==> src/rtl/cpu_ctrl_pkg.sv <==
// Shared types for the CPU run controller: FSM state encoding and stop-cause codes.
package cpu_ctrl_pkg;

    typedef enum logic [2:0] {
        ST_IDLE  = 3'd0,
        ST_CLEAR = 3'd1,
        ST_LOAD  = 3'd2,
        ST_READY = 3'd3,
        ST_RUN   = 3'd4,
        ST_STEP  = 3'd5,
        ST_HALT  = 3'd6
    } state_t;

    localparam logic [1:0] CAUSE_NONE     = 2'd0;
    localparam logic [1:0] CAUSE_SELFLOOP = 2'd1;
    localparam logic [1:0] CAUSE_BUDGET   = 2'd2;
    localparam logic [1:0] CAUSE_STOP     = 2'd3;

endpackage

==> src/rtl/cpu_halt_detector.sv <==
// Remembers the PC seen on the previous enabled cycle and flags a self-loop when
// the CPU presents the same PC again, meaning the program jumped to itself.
module cpu_halt_detector #(
    parameter int unsigned ADDR_W = 3
) (
    input  logic              clk,
    input  logic              reset,
    input  logic              i_clear,
    input  logic              i_capture,
    input  logic [ADDR_W-1:0] i_pc,
    output logic              o_self_loop
);

    logic [ADDR_W-1:0] r_pc_q;
    logic              r_pc_q_valid;

    // Capture the PC on every enabled cycle; clear at the start of each run
    always_ff @(posedge clk) begin
        if (reset || i_clear) begin
            r_pc_q       <= '0;
            r_pc_q_valid <= 1'b0;
        end else if (i_capture) begin
            r_pc_q       <= i_pc;
            r_pc_q_valid <= 1'b1;
        end
    end

    assign o_self_loop = r_pc_q_valid && (i_pc == r_pc_q);

endmodule

==> src/rtl/cpu_run_controller.sv <==
// Host-side sequencer for the 3-bit CPU: clears it, streams a program into its RAM,
// then gates PC_Enable for free-run, budgeted run or single-step.
module cpu_run_controller
    import cpu_ctrl_pkg::*;
#(
    parameter int unsigned ADDR_W  = 3,
    parameter int unsigned INSTR_W = 9,
    parameter int unsigned CNT_W   = 8
) (
    input  logic               clk,
    input  logic               reset,
    input  logic               load_start,
    input  logic               load_valid,
    output logic               load_ready,
    input  logic [INSTR_W-1:0] load_data,
    input  logic               load_last,
    input  logic               run_start,
    input  logic               step_req,
    input  logic               stop_req,
    input  logic [CNT_W-1:0]   max_cycles,
    input  logic [ADDR_W-1:0]  cpu_pc,
    output logic               cpu_reset,
    output logic               pc_enable,
    output logic               ram_we,
    output logic [ADDR_W-1:0]  ram_waddr,
    output logic [INSTR_W-1:0] ram_wdata,
    output logic               busy,
    output logic               halted,
    output logic [1:0]         done_cause,
    output logic [CNT_W-1:0]   cycle_count
);

    localparam logic [ADDR_W-1:0] ADDR_MAX = '1;
    localparam logic [CNT_W-1:0]  CNT_MAX  = '1;
    localparam logic [CNT_W-1:0]  CNT_ONE  = {{(CNT_W-1){1'b0}}, 1'b1};

    state_t             r_state;
    state_t             w_next_state;
    logic [ADDR_W-1:0]  r_addr;
    logic [CNT_W-1:0]   r_cycle_count;
    logic [1:0]         r_done_cause;

    logic               w_self_loop;
    logic               w_budget_hit;
    logic               w_stop;
    logic [1:0]         w_stop_cause;
    logic               w_accept;
    logic               w_load_end;
    logic               w_idle_like;
    logic               w_run_go;
    logic               w_step_go;
    logic               w_run_enable;
    logic               w_pc_clear;
    logic [CNT_W-1:0]   w_cnt_inc;

    // READY and HALT behave the same way towards host commands; load_start outranks run_start
    assign w_idle_like = (r_state == ST_READY) || (r_state == ST_HALT);
    assign w_run_go    = w_idle_like && !load_start && run_start;
    assign w_step_go   = w_idle_like && !load_start && !run_start && step_req;

    assign w_accept     = (r_state == ST_LOAD) && load_valid;
    assign w_load_end   = w_accept && (load_last || (r_addr == ADDR_MAX));
    assign w_budget_hit = (max_cycles != '0) && (r_cycle_count == max_cycles);
    assign w_cnt_inc    = (r_cycle_count == CNT_MAX) ? CNT_MAX : (r_cycle_count + CNT_ONE);

    // Stop-condition priority: host stop, then self-loop, then budget expiry
    always_comb begin
        w_stop       = 1'b0;
        w_stop_cause = CAUSE_NONE;
        if (stop_req) begin
            w_stop       = 1'b1;
            w_stop_cause = CAUSE_STOP;
        end else if (w_self_loop) begin
            w_stop       = 1'b1;
            w_stop_cause = CAUSE_SELFLOOP;
        end else if (w_budget_hit) begin
            w_stop       = 1'b1;
            w_stop_cause = CAUSE_BUDGET;
        end
    end

    assign w_run_enable = (r_state == ST_RUN) && !w_stop;
    assign w_pc_clear   = w_run_go || (r_state == ST_CLEAR);

    cpu_halt_detector #(
        .ADDR_W (ADDR_W)
    ) u_halt_detector (
        .clk         (clk),
        .reset       (reset),
        .i_clear     (w_pc_clear),
        .i_capture   (w_run_enable),
        .i_pc        (cpu_pc),
        .o_self_loop (w_self_loop)
    );

    // Next-state selection for the sequencer
    always_comb begin
        w_next_state = r_state;
        case (r_state)
            ST_IDLE:  if (load_start) w_next_state = ST_CLEAR;
            ST_CLEAR: w_next_state = ST_LOAD;
            ST_LOAD:  if (w_load_end) w_next_state = ST_READY;
            ST_READY, ST_HALT: begin
                if (load_start)     w_next_state = ST_CLEAR;
                else if (run_start) w_next_state = ST_RUN;
                else if (step_req)  w_next_state = ST_STEP;
            end
            ST_RUN:   if (w_stop) w_next_state = ST_HALT;
            ST_STEP:  w_next_state = ST_READY;
            default:  w_next_state = ST_IDLE;
        endcase
    end

    // State register plus address counter, cycle counter and stop-cause bookkeeping
    always_ff @(posedge clk) begin
        if (reset) begin
            r_state       <= ST_IDLE;
            r_addr        <= '0;
            r_cycle_count <= '0;
            r_done_cause  <= CAUSE_NONE;
        end else begin
            r_state <= w_next_state;
            case (r_state)
                ST_CLEAR: begin
                    r_addr        <= '0;
                    r_cycle_count <= '0;
                    r_done_cause  <= CAUSE_NONE;
                end
                ST_LOAD: begin
                    if (w_accept && (r_addr != ADDR_MAX)) r_addr <= r_addr + 1'b1;
                end
                ST_READY, ST_HALT: begin
                    if (w_run_go) begin
                        r_cycle_count <= '0;
                        r_done_cause  <= CAUSE_NONE;
                    end else if (w_step_go) begin
                        r_done_cause  <= CAUSE_NONE;
                    end
                end
                ST_RUN: begin
                    if (w_stop) r_done_cause <= w_stop_cause;
                    else        r_cycle_count <= w_cnt_inc;
                end
                ST_STEP: begin
                    r_cycle_count <= w_cnt_inc;
                end
                default: ;
            endcase
        end
    end

    assign cpu_reset   = reset || (r_state == ST_CLEAR);
    assign load_ready  = (r_state == ST_LOAD);
    assign ram_we      = load_valid && load_ready && !reset;
    assign ram_waddr   = r_addr;
    assign ram_wdata   = load_ready ? load_data : '0;
    assign pc_enable   = (w_run_enable || (r_state == ST_STEP)) && !reset;
    assign busy        = (r_state == ST_CLEAR) || (r_state == ST_LOAD) ||
                         (r_state == ST_RUN)   || (r_state == ST_STEP);
    assign halted      = (r_state == ST_HALT);
    assign done_cause  = r_done_cause;
    assign cycle_count = r_cycle_count;

endmodule

==> config.mk <==
export PLATFORM = sky130hd
export DESIGN_NAME = cpu_run_controller
export DESIGN_NICKNAME = d
export VERILOG_FILES = /design/src/rtl/cpu_ctrl_pkg.sv /design/src/rtl/cpu_halt_detector.sv /design/src/rtl/cpu_run_controller.sv
export SDC_FILE = /design/constraint.sdc
export NUM_CORES = 1
export LEC_CHECK = 0
export ABC_AREA = 1
export CORE_MARGIN = 1.5
export CORE_UTILIZATION = 41
export DETAILED_ROUTE_END_ITERATION = 12
export PLACE_DENSITY = 0.77
export SYNTH_ARGS = -nofsm -noshare
export SYNTH_HDL_FRONTEND = slang
export SYNTH_SLANG_ARGS = --single-unit
==> constraint.sdc <==
create_clock -name clk -period 1.5 [get_ports clk]
set_clock_uncertainty 0.1 [all_clocks]
set_input_delay 0.225 -clock clk [delete_from_list [all_inputs] [get_ports clk]]
set_output_delay 0.225 -clock clk [all_outputs]
set_load 0.05 [all_outputs]
==> results of run 1 <==
==> stage by stage <==
stage               hold WS, ps  instance area, µm²  setup TNS [ps]
global placement            354                2850           -5810
floorplan                   187                1740           -3530
detailed placement          355                2850           -6730
CTS                         310                3210           -5310
==> cells by family after synthesis <==
group	after synthesis
AOI/OAI and AO/OA	34
buffers and inverters	42
adders and majority gates	3
and+or+nand+nor	149
xor gates and xnor gates	5
DFF	20
==> what timing repair did <==
item	in CTS
gates resized for setup	55
gates cloned	1
endpoints found under the setup margin	33
pin swaps	21
setup buffers	22
hold endpoints to repair	0
==> load_flow_metrics.sql, run 1 <==
INSERT INTO impl_metrics (metric_group, metric, value, unit) VALUES
('yosys', 'mappedNetlistArea', '1560', 'µm²'),
('yosys', 'synth_seq_cells', '20', ''),
('yosys', 'asyncSetResetFlopFracSynth', '0', '%'),
('global_routing', 'grt_max_degree', '17', ''),
('yosys', 'synthesis.area_per_instance', '6.18', 'µm²'),
('placed_design', 'finalWeightedCongestion', '0.801', ''),
('yosys', 'synth.area.mux_share', '0', '%'),
('yosys', 'yosysTopAreaCell', 'sky130_fd_sc_hd__dfxtp_1', ''),
('global_routing', 'initial_antenna_violation_count', '1', ''),
('yosys', 'synthAdderAreaFrac', '2.40', '%'),
('yosys', 'yosys_most_used_dff', 'sky130_fd_sc_hd__dfxtp_1', ''),
('yosys', 'synth_edf_count', '0', ''),
('yosys', 'mappedNetlistNets', '284', ''),
('floorplan', 'io_pins', '56', ''),
('placed_design', 'dp_hpwl', '3720', 'µm'),
('yosys', 'post-synth-top-area-fraction', '25.6', '%'),
('placed_design', 'dp_cells', '384', ''),
('run_status', 'firstError', '[ERROR DPL-0033] detailed placement checks failed during check placement.', ''),
('placed_design', 'io_buffers', '55', ''),
('floorplan', 'die_w', '64.8', 'µm'),
('yosys', 'post_synth_xor_area_fraction', '2.80', '%'),
('clock_tree', 'cts_hold_repair.buffers', '0', ''),
('yosys', 'largest_family_of_logic_cells_by_synthesized_area', 'simple AND/OR/NAND/NOR gates', ''),
('yosys', 'synth.yosys.seq_area_share', '25.6', '%'),
('floorplan', 'placement_rows', '22', ''),
('run_status', 'status', 'stopped before the end', ''),
('timing', 'repair-timing-grt-worst-ep', 'pc_enable', ''),
('clock_tree', 'htree_num_levels', '1', ''),
('floorplan', 'floorplan.initialDensity', '42.7', '%'),
('clock_tree', 'clkSinkCount', '20', ''),
('timing', 'endpoint_type', 'primary output', ''),
('yosys', 'synth.lib_cells_used.distinct', '30', ''),
('clock_tree', 'cts.root.buffer_cell', 'sky130_fd_sc_hd__clkbuf_8', ''),
('clock_tree', 'clockBufferDepth', '2', ''),
('yosys', 'synth_top_cells_by_count', 'sky130_fd_sc_hd__nand2_1, sky130_fd_sc_hd__nor2_1, sky130_fd_sc_hd__inv_1', ''),
('yosys', 'gate_count_post_synth', '253', ''),
('yosys', 'post-synth-top-count-cell', 'sky130_fd_sc_hd__nand2_1', ''),
('yosys', 'synth.top_cells.by_area', 'sky130_fd_sc_hd__dfxtp_1, sky130_fd_sc_hd__nand2_1, sky130_fd_sc_hd__nor2_1', ''),
('yosys', 'synthesis.yosys.warnings', '0', ''),
('placed_design', 'placement.setup.worst_slack', '-425', 'ps'),
('floorplan', 'fp.dieH', '64.8', 'µm'),
('run_status', 'stop_stage', 'global routing', ''),
('yosys', 'synth_simple_gate_area_share', '46.2', '%'),
('clock_tree', 'tritoncts.num_buffers', '3', ''),
('yosys', 'post_synthesis_compound_gate_area_fraction', '11.5', '%');
==> run 2, diff against run 1 <==
--- a/config.mk
+++ b/config.mk
@@ -7,9 +7,9 @@
 export LEC_CHECK = 0
 export ABC_AREA = 1
 export CORE_MARGIN = 1.5
-export CORE_UTILIZATION = 41
+export CORE_UTILIZATION = 32
 export DETAILED_ROUTE_END_ITERATION = 12
-export PLACE_DENSITY = 0.77
+export PLACE_DENSITY_LB_ADDON = 0.15
 export SYNTH_ARGS = -nofsm -noshare
 export SYNTH_HDL_FRONTEND = slang
 export SYNTH_SLANG_ARGS = --single-unit
==> constraint.sdc (replaced) <==
create_clock -name clk -period 2 [get_ports clk]
set_clock_uncertainty 0.1 [all_clocks]
set_input_delay 0.3 -clock clk [delete_from_list [all_inputs] [get_ports clk]]
set_output_delay 0.3 -clock clk [all_outputs]
set_load 0.05 [all_outputs]
==> run 2 against run 1 <==
The flow now finishes without violations. Synthesized area unchanged. Synthesized cell count unchanged.
==> load_flow_metrics.sql, run 2 <==
INSERT INTO impl_metrics (metric_group, metric, value, unit) VALUES
('run_status', 'status', 'finished, final reports clean', ''),
('timing', 'report.final.slew_viol_count', '0', ''),
('min_path', 'hp-class', 'input pin to flip-flop', ''),
('yosys', 'gate_count_post_synth', '253', ''),
('detailed_routing', 'via_count', '1766', ''),
('clock_tree', 'htree_num_levels', '1', ''),
('power', 'total_switching_power', '1.86', 'mW'),
('global_routing', 'grt_max_degree', '17', ''),
('setup_path', 'cp_data_arrival_time', '1570', 'ps'),
('clock_tree', 'tritoncts_clock_tree', 'built', ''),
('floorplan', 'design.die.area', '5320', 'µm²'),
('final_layout', 'drive_gt1_share', '24.4', '%'),
('clock_tree', 'cts.root.buffer_cell', 'sky130_fd_sc_hd__clkbuf_8', ''),
('clock_tree', 'cts_hold_repair.buffers', '0', ''),
('yosys', 'post-synth-top-area-fraction', '25.6', '%'),
('power', 'switching_share', '50.7', '%'),
('clock_tree', 'tritoncts.num_buffers', '3', ''),
('floorplan', 'fp.dieH', '72.9', 'µm'),
('timing', 'finalCriticalPeriod', '1970', 'ps'),
('setup_path', 'worstSetupEndpointType', 'output pin', ''),
('yosys', 'post-synth-top-count-cell', 'sky130_fd_sc_hd__nand2_1', ''),
('final_layout', 'final_net_count', '352', ''),
('timing', 'setup_viol', '0', ''),
('yosys', 'synth.yosys.seq_area_share', '25.6', '%'),
('power', 'pwr-share-clk', '11.2', '%'),
('clock_tree', 'clockBufferDepth', '2', ''),
('final_layout', 'layout_common_cells', 'sky130_fd_sc_hd__nand2_1, sky130_fd_sc_hd__inv_1, sky130_fd_sc_hd__nor2_1', ''),
('global_routing', 'initial_antenna_violation_count', '0', ''),
('placed_design', 'placement.setup.worst_slack', '-55.4', 'ps'),
('detailed_routing', 'post_drt_wl_per_cell', '10.3', 'µm'),
('clock_tree', 'insertion_delay', '260', 'ps'),
('timing', 'post_route_clock_period_utilization', '98.4', '%'),
('final_layout', 'stdcell_count', '387', ''),
('floorplan', 'floorplan.initialDensity', '33.1', '%'),
('floorplan', 'floorplan.core_area', '4720', 'µm²'),
('timing', 'max_freq', '0.508', 'GHz'),
('setup_path', 'crit_required', '1600', 'ps'),
('power', 'power.share.combinational', '68.7', '%'),
('yosys', 'yosysTopAreaCell', 'sky130_fd_sc_hd__dfxtp_1', ''),
('final_layout', 'antenna_cells', '0', ''),
('setup_path', 'critical_path_peak_fanout', '2', ''),
('yosys', 'mappedNetlistNets', '284', ''),
('final_layout', 'layout.cells.most_common', 'sky130_fd_sc_hd__nand2_1', ''),
('clock_tree', 'clkSinkCount', '20', ''),
('final_layout', 'multi_input_comb_area', '1030', 'µm²'),
('clock_tree', 'worst_setup_hold_path_clk_slew', '80', 'ps'),
('power', 'power.density', '1440', 'nW/µm²'),
('detailed_routing', 'drtPass1Iterations', '4', ''),
('timing', 'fin_ws', '32.4', 'ps'),
('yosys', 'yosys_most_used_dff', 'sky130_fd_sc_hd__dfxtp_1', ''),
('yosys', 'synth.top_cells.by_area', 'sky130_fd_sc_hd__dfxtp_1, sky130_fd_sc_hd__nand2_1, sky130_fd_sc_hd__nor2_1', ''),
('global_routing', 'via_count_of_the_first_global_routing_pass', '1621', ''),
('power', 'post-layout-total-power', '3.67', 'mW'),
('yosys', 'asyncSetResetFlopFracSynth', '0', '%'),
('detailed_routing', 'drt-initial-drc-count', '88', ''),
('yosys', 'synth_edf_count', '0', ''),
('placed_design', 'dp_hpwl', '3070', 'µm'),
('floorplan', 'placement_rows', '25', ''),
('timing', 'report.final.hold_viol_count', '0', ''),
('detailed_routing', 'routed_wl', '3970', 'µm'),
('yosys', 'synthesis.area_per_instance', '6.18', 'µm²'),
('setup_path', 'crit_path_start_kind', 'input pin', ''),
('setup_path', 'rrSetupSlack', '190', 'ps'),
('placed_design', 'finalWeightedCongestion', '0.821', ''),
('setup_path', 'path_class', 'input pin to output pin', ''),
('global_routing', 'grt_util_overall', '16.1', '%'),
('power', 'vdd_ir_drop_max', '0.807', 'mV'),
('global_routing', 'global_route_wire_length_before_repair', '6960', 'µm'),
('power', 'cellInternalPower', '1.81', 'mW'),
('global_routing', 'grt_remaining_overflow', '0', ''),
('placed_design', 'io_buffers', '55', ''),
('final_layout', 'ff_latch_area', '408', 'µm²'),
('floorplan', 'die_w', '72.9', 'µm'),
('power', 'power_leakage', '1.21', 'nW'),
('yosys', 'synth_top_cells_by_count', 'sky130_fd_sc_hd__nand2_1, sky130_fd_sc_hd__nor2_1, sky130_fd_sc_hd__inv_1', ''),
('final_layout', 'largest_reg_flops', '8', ''),
('timing', 'rsz0062_at_grt', 'true', ''),
('floorplan', 'io_pins', '56', ''),
('final_layout', 'final.fill_count', '479', ''),
('detailed_routing', 'drc_errors', '0', ''),
('timing', 'finalSetupTns', '0', 'ps'),
('detailed_routing', 'drt.antenna.violating_nets', '0', ''),
('yosys', 'synth_seq_cells', '20', ''),
('yosys', 'synthesis.yosys.warnings', '0', ''),
('timing', 'slew-limit-headroom', '66.6', '%'),
('placed_design', 'dp_cells', '377', ''),
('yosys', 'synth.lib_cells_used.distinct', '30', ''),
('yosys', 'mappedNetlistArea', '1560', 'µm²'),
('final_layout', 'flow.area_growth_from_synthesis', '62.6', '%'),
('job', 'drv.max_cap_violation_count', '0', ''),
('timing', 'worst-slew-pin-transition', '499', 'ps'),
('detailed_routing', 'routed_via_density', '4.56', ''),
('power', 'power.share.sequential', '20.2', '%');
[run 2: cell counts after synthesis]
No cell type changed its count.
[run 2: metal layers]
| layer | track usage (%) | vias up | share of wire (%) |
|---|---|---|---|
| met5 | 0 | - | 0 |
| met4 | 1.26 | 0 | 0.10 |
| met3 | 5.25 | 2 | 6.6 |
| met2 | 26.1 | 50 | 46 |
| met1 | 21.8 | 774 | 47 |
| li1 | - | 940 | - |
[run 2: path summary, 6_finish.rpt]
check / start / to / depth (start not counted)
worst max register to register: cycle_count[2] / cycle_count[5] / 10
worst min register to register: u_halt_detector.r_pc_q_valid / u_halt_detector.r_pc_q_valid / 2
worst max-delay path: max_cycles[0] / pc_enable / 8
worst min-delay path: cpu_pc[2] / u_halt_detector.r_pc_q[2] / 3
[run 2: kinds of logic (layout without fill, tap and decap cells)]
group	Yosys count	count (layout)	share of synthesized area, %
flip-flops	20	20	25.6
XOR/XNOR	5	5	2.80
adder cells (fa/ha/maj)	3	3	2.40
AO/OA/AOI/OAI	34	34	11.5
AND/OR/NAND/NOR	149	149	46.2
buffers and inverters	42	109	11.5
[run 2: area by class of cell]
| type | count | share of cell area (%) |
|---|---|---|
| Multi-Input combinational cell | 191 | 40.3 |
| Clock buffer | 3 | 1.62 |
| Inverter | 38 | 5.95 |
| Tap cell | 67 | 3.30 |
| Timing Repair Buffer | 67 | 31.6 |
| Clock inverter | 1 | 1.18 |
| Sequential cell | 20 | 16.0 |
[run 2: power groups by stage]
stage	clock, mW	combinational, mW	sequential, mW
finish	0.410	2.52	0.741
global route	0.438	2.74	0.773
CTS	0.419	2.53	0.732
detailed placement	0	2.46	0.738
global placement	0	2.44	0.738
floorplan	0	1.36	1.05
[run 2: stage by stage]
| step | util, % | hold WS (ps) | instance area [µm²] |
|---|---|---|---|
| after floorplan | - | 269 | 1570 |
| after global placement | 49.9 | 352 | 2360 |
| after detailed placement | 49.9 | 357 | 2360 |
| after CTS | 52.6 | 370 | 2490 |
| after global routing | 53.9 | 282 | 2540 |
| final | 53.9 | 277 | 2540 |
[run 2: what timing repair did]
action,in CTS,in global routing
pin swaps,3,6
buffers inserted,5,1
setup endpoints to repair,11,18
endpoints found under the hold margin,0,0
gates resized for setup,8,20
[run 2: worst max-delay path, stage by stage]
cell and delay, ps:
sky130_fd_sc_hd__clkdlybuf4s50_1 490, sky130_fd_sc_hd__xnor2_1 120, sky130_fd_sc_hd__nand2_1 70, sky130_fd_sc_hd__nor2_2 160, sky130_fd_sc_hd__nand3_4 100, sky130_fd_sc_hd__nand3_4 90, sky130_fd_sc_hd__a21oi_4 70, sky130_fd_sc_hd__buf_12 160
(Power assumes the default switching activity.)
==> run 3, diff against run 2 <==
--- a/config.mk
+++ b/config.mk
@@ -9,6 +9,7 @@
 export CORE_MARGIN = 1.5
 export CORE_UTILIZATION = 32
 export DETAILED_ROUTE_END_ITERATION = 12
+export GPL_TIMING_DRIVEN = 0
 export PLACE_DENSITY_LB_ADDON = 0.15
 export SYNTH_ARGS = -nofsm -noshare
 export SYNTH_HDL_FRONTEND = slang
==> run 3 against run 2 <==
Clock-buffer cell count unchanged. Worst hold slack gained 13 ps. Sequential share of layout area up 1.5 points. Design area is 6.6% lower. Worst setup slack improved by 11 ps. Clock power decreased by 37%. Fmax up 0.55%. Highest routed layer unchanged. Die area is the same.
==> load_flow_metrics.sql, run 3 (synthesized netlist as in run 2, its figures left out) <==
INSERT INTO impl_metrics (metric_group, metric, value, unit) VALUES
('run_status', 'status', 'finished, final reports clean', ''),
('power', 'pwr-share-clk', '7.8', '%'),
('min_path', 'worstHoldPathCells', '3', ''),
('setup_path', 'slowest_stage', 'sky130_fd_sc_hd__dfxtp_2', ''),
('timing', 'rsz0062_at_grt', 'true', ''),
('setup_path', 'crit-reg2reg-capture', 'cycle_count[2]', ''),
('final_layout', 'flow.area_growth_from_synthesis', '51.8', '%'),
('detailed_routing', 'drtPass1Iterations', '6', ''),
('timing', 'fin_hold_ws', '290', 'ps'),
('final_layout', 'layout.cells.most_common', 'sky130_fd_sc_hd__nand2_1', ''),
('placed_design', 'io_buffers', '55', ''),
('detailed_routing', 'drc_errors', '0', ''),
('final_layout', 'final_net_count', '353', ''),
('floorplan', 'floorplan.initialDensity', '33.1', '%'),
('detailed_routing', 'routed_via_density', '4.59', ''),
('power', 'switching_share', '53.8', '%'),
('floorplan', 'die_w', '72.9', 'µm'),
('timing', 'max_freq', '0.511', 'GHz'),
('placed_design', 'finalWeightedCongestion', '0.859', ''),
('timing', 'slew-limit-headroom', '67.0', '%'),
('detailed_routing', 'via_count', '1775', ''),
('clock_tree', 'clockBufferDepth', '2', ''),
('setup_path', 'worstSetupEndpointType', 'output pin', ''),
('global_routing', 'via_count_of_the_first_global_routing_pass', '1547', ''),
('global_routing', 'grt_remaining_overflow', '0', ''),
('power', 'cellInternalPower', '1.54', 'mW'),
('job', 'drv.max_cap_violation_count', '0', ''),
('setup_path', 'crit_required', '1600', 'ps'),
('setup_path', 'r2r_start', 'cycle_count[0]', ''),
('clock_tree', 'tritoncts.num_buffers', '3', ''),
('placed_design', 'dp_hpwl', '2970', 'µm'),
('power', 'total_switching_power', '1.79', 'mW'),
('setup_path', 'path_class', 'flip-flop to output pin', ''),
('detailed_routing', 'drt.antenna.violating_nets', '0', ''),
('detailed_routing', 'post_drt_wl_per_cell', '10.5', 'µm'),
('floorplan', 'design.die.area', '5320', 'µm²'),
('detailed_routing', 'routed_wl', '4070', 'µm'),
('placed_design', 'detailed_place.area', '2200', 'µm²'),
('min_path', 'hp-start', 'cpu_pc[0]', ''),
('timing', 'report.final.slew_viol_count', '0', ''),
('final_layout', 'layout_common_cells', 'sky130_fd_sc_hd__nand2_1, sky130_fd_sc_hd__nor2_1, sky130_fd_sc_hd__inv_1', ''),
('global_routing', 'initial_antenna_violation_count', '0', ''),
('final_layout', 'final.fill_count', '489', ''),
('final_layout', 'drive_gt1_share', '22.5', '%'),
('setup_path', 'crit_path_cell_trace', 'inv_2 > nor2_2 > nor2_1 > nand2_1 > nor2_4 > nor2_4 > nand3_4 > a21oi_2 > buf_6', ''),
('timing', 'worst-slew-pin-transition', '494', 'ps'),
('floorplan', 'io_pins', '56', ''),
('global_routing', 'grt_max_degree', '11', ''),
('clock_tree', 'tritoncts_clock_tree', 'built', ''),
('power', 'power.density', '1400', 'nW/µm²'),
('clock_tree', 'htree_num_levels', '1', ''),
('final_layout', 'largest_reg_flops', '8', ''),
('timing', 'post_route_clock_period_utilization', '97.8', '%'),
('power', 'power.share.combinational', '69.9', '%'),
('min_path', 'whs_endpoint', 'u_halt_detector.r_pc_q[0]', ''),
('global_routing', 'grt_util_overall', '15.3', '%'),
('setup_path', 'cp_data_arrival_time', '1560', 'ps'),
('floorplan', 'fp.dieH', '72.9', 'µm'),
('timing', 'finalCriticalPeriod', '1960', 'ps'),
('setup_path', 'timing.critical_path.max_delay_family', 'simple AND/OR/NAND/NOR gates', ''),
('clock_tree', 'cts_hold_repair.buffers', '0', ''),
('clock_tree', 'insertion_delay', '250', 'ps'),
('final_layout', 'post-route-util', '50.3', '%'),
('power', 'power.share.sequential', '22.3', '%'),
('setup_path', 'crit_path_start_kind', 'flip-flop', ''),
('floorplan', 'placement_rows', '25', ''),
('setup_path', 'critical-path-max-stage-delay', '330', 'ps'),
('clock_tree', 'cts.root.buffer_cell', 'sky130_fd_sc_hd__clkbuf_8', ''),
('setup_path', 'crit_buf_inv', '2', ''),
('setup_path', 'path_common_cell', 'sky130_fd_sc_hd__nor2_4', ''),
('min_path', 'hp-class', 'input pin to flip-flop', ''),
('detailed_routing', 'drt-initial-drc-count', '83', ''),
('setup_path', 'rrSetupSlack', '360', 'ps'),
('floorplan', 'floorplan.core_area', '4720', 'µm²'),
('timing', 'report.final.hold_viol_count', '0', ''),
('power', 'vdd_ir_drop_max', '0.825', 'mV'),
('clock_tree', 'clkSinkCount', '20', ''),
('timing', 'setup_viol', '0', ''),
('global_routing', 'global_route_wire_length_before_repair', '6550', 'µm'),
('final_layout', 'antenna_cells', '0', ''),
('setup_path', 'critical_path_peak_fanout', '8', ''),
('clock_tree', 'worst_setup_hold_path_clk_slew', '70', 'ps'),
('setup_path', 'worst-r2r-cell-count', '11', ''),
('final_layout', 'final_design_area_no_fill', '2370', 'µm²'),
('power', 'power_leakage', '1.17', 'nW');
run 3: cell types whose count changed in the layout (fill, tap and decap cells not counted), moves of 3 or more:
cell / before / now
sky130_fd_sc_hd__buf_6: 0 / 11
sky130_fd_sc_hd__buf_12: 15 / 0
sky130_fd_sc_hd__dlygate4sd2_1: 0 / 4
sky130_fd_sc_hd__dfxtp_1: 14 / 9
sky130_fd_sc_hd__nor2_2: 9 / 6
sky130_fd_sc_hd__buf_4: 15 / 12
sky130_fd_sc_hd__nor2_1: 30 / 33
sky130_fd_sc_hd__dfxtp_2: 6 / 10
run 3: worst max-delay path by stage:
stage / startpoint / to / slack (ps) / cells past startpoint
4_1_cts: r_state[2] / pc_enable / -180 / 7
6_report: u_halt_detector.r_pc_q[0] / pc_enable / 40 / 9
2_1_floorplan: r_state[1] / ram_wdata[0] / -190 / 5
3_5_place_dp: max_cycles[7] / pc_enable / -770 / 7
3_3_place_gp: max_cycles[7] / pc_enable / -760 / 7
5_1_grt: u_halt_detector.r_pc_q[0] / pc_enable / -40 / 9
run 3: worst min-delay path, cell delays in order:
cell                             delay (ps)
sky130_fd_sc_hd__dlymetal6s2s_1         150
sky130_fd_sc_hd__nand4_1                100
sky130_fd_sc_hd__a21oi_1                 60
run 3: per-stage QoR:
stage / TNS, ps / worst slack, ps / instances / total power, mW
after detailed placement: -5000 / -769 / 375 / 3.03
after floorplan: -1860 / -193 / 253 / 2.41
after global placement: -5140 / -758 / 375 / 3.02
final: 0 / 43.3 / 387 / 3.33
after global routing: -54.1 / -43.2 / 387 / 3.60
after CTS: -180 / -180 / 378 / 3.25
run 3: final cells by class:
| class | instances | area, µm² | area share, % |
|---|---|---|---|
| clock buffer | 3 | 41.3 | 1.74 |
| timing repair buffer | 64 | 648 | 27.3 |
| buffer | 4 | 35.0 | 1.48 |
| sequential | 20 | 417 | 17.5 |
| tap | 67 | 83.8 | 3.53 |
| multi-input combinational | 191 | 1000 | 42.2 |
| inverter | 38 | 148 | 6.22 |
run 3: what timing repair did:
action	4_1_cts	5_1_grt
setup endpoints to repair	16	13
setup buffers	0	9
gates resized for setup	71	53
pin swaps	0	11
run 3: power by group through the flow:
stage          Clock (mW)  Sequential, mW  Combinational, mW
3_5_place_dp            0           0.730               2.30
6_report            0.260           0.744               2.33
5_1_grt             0.291           0.773               2.54
2_1_floorplan           0            1.05               1.36
3_3_place_gp            0           0.725               2.29
4_1_cts             0.273           0.725               2.25
run 3: routing by layer:
layer  up-vias  track usage, %  part of all wire, %
li1        940               -                    -
met1       786            20.9                   48
met2        47            24.7                   46
met3         2            2.90                  5.3
met4         0            3.98                 0.64
met5         -               0                    0
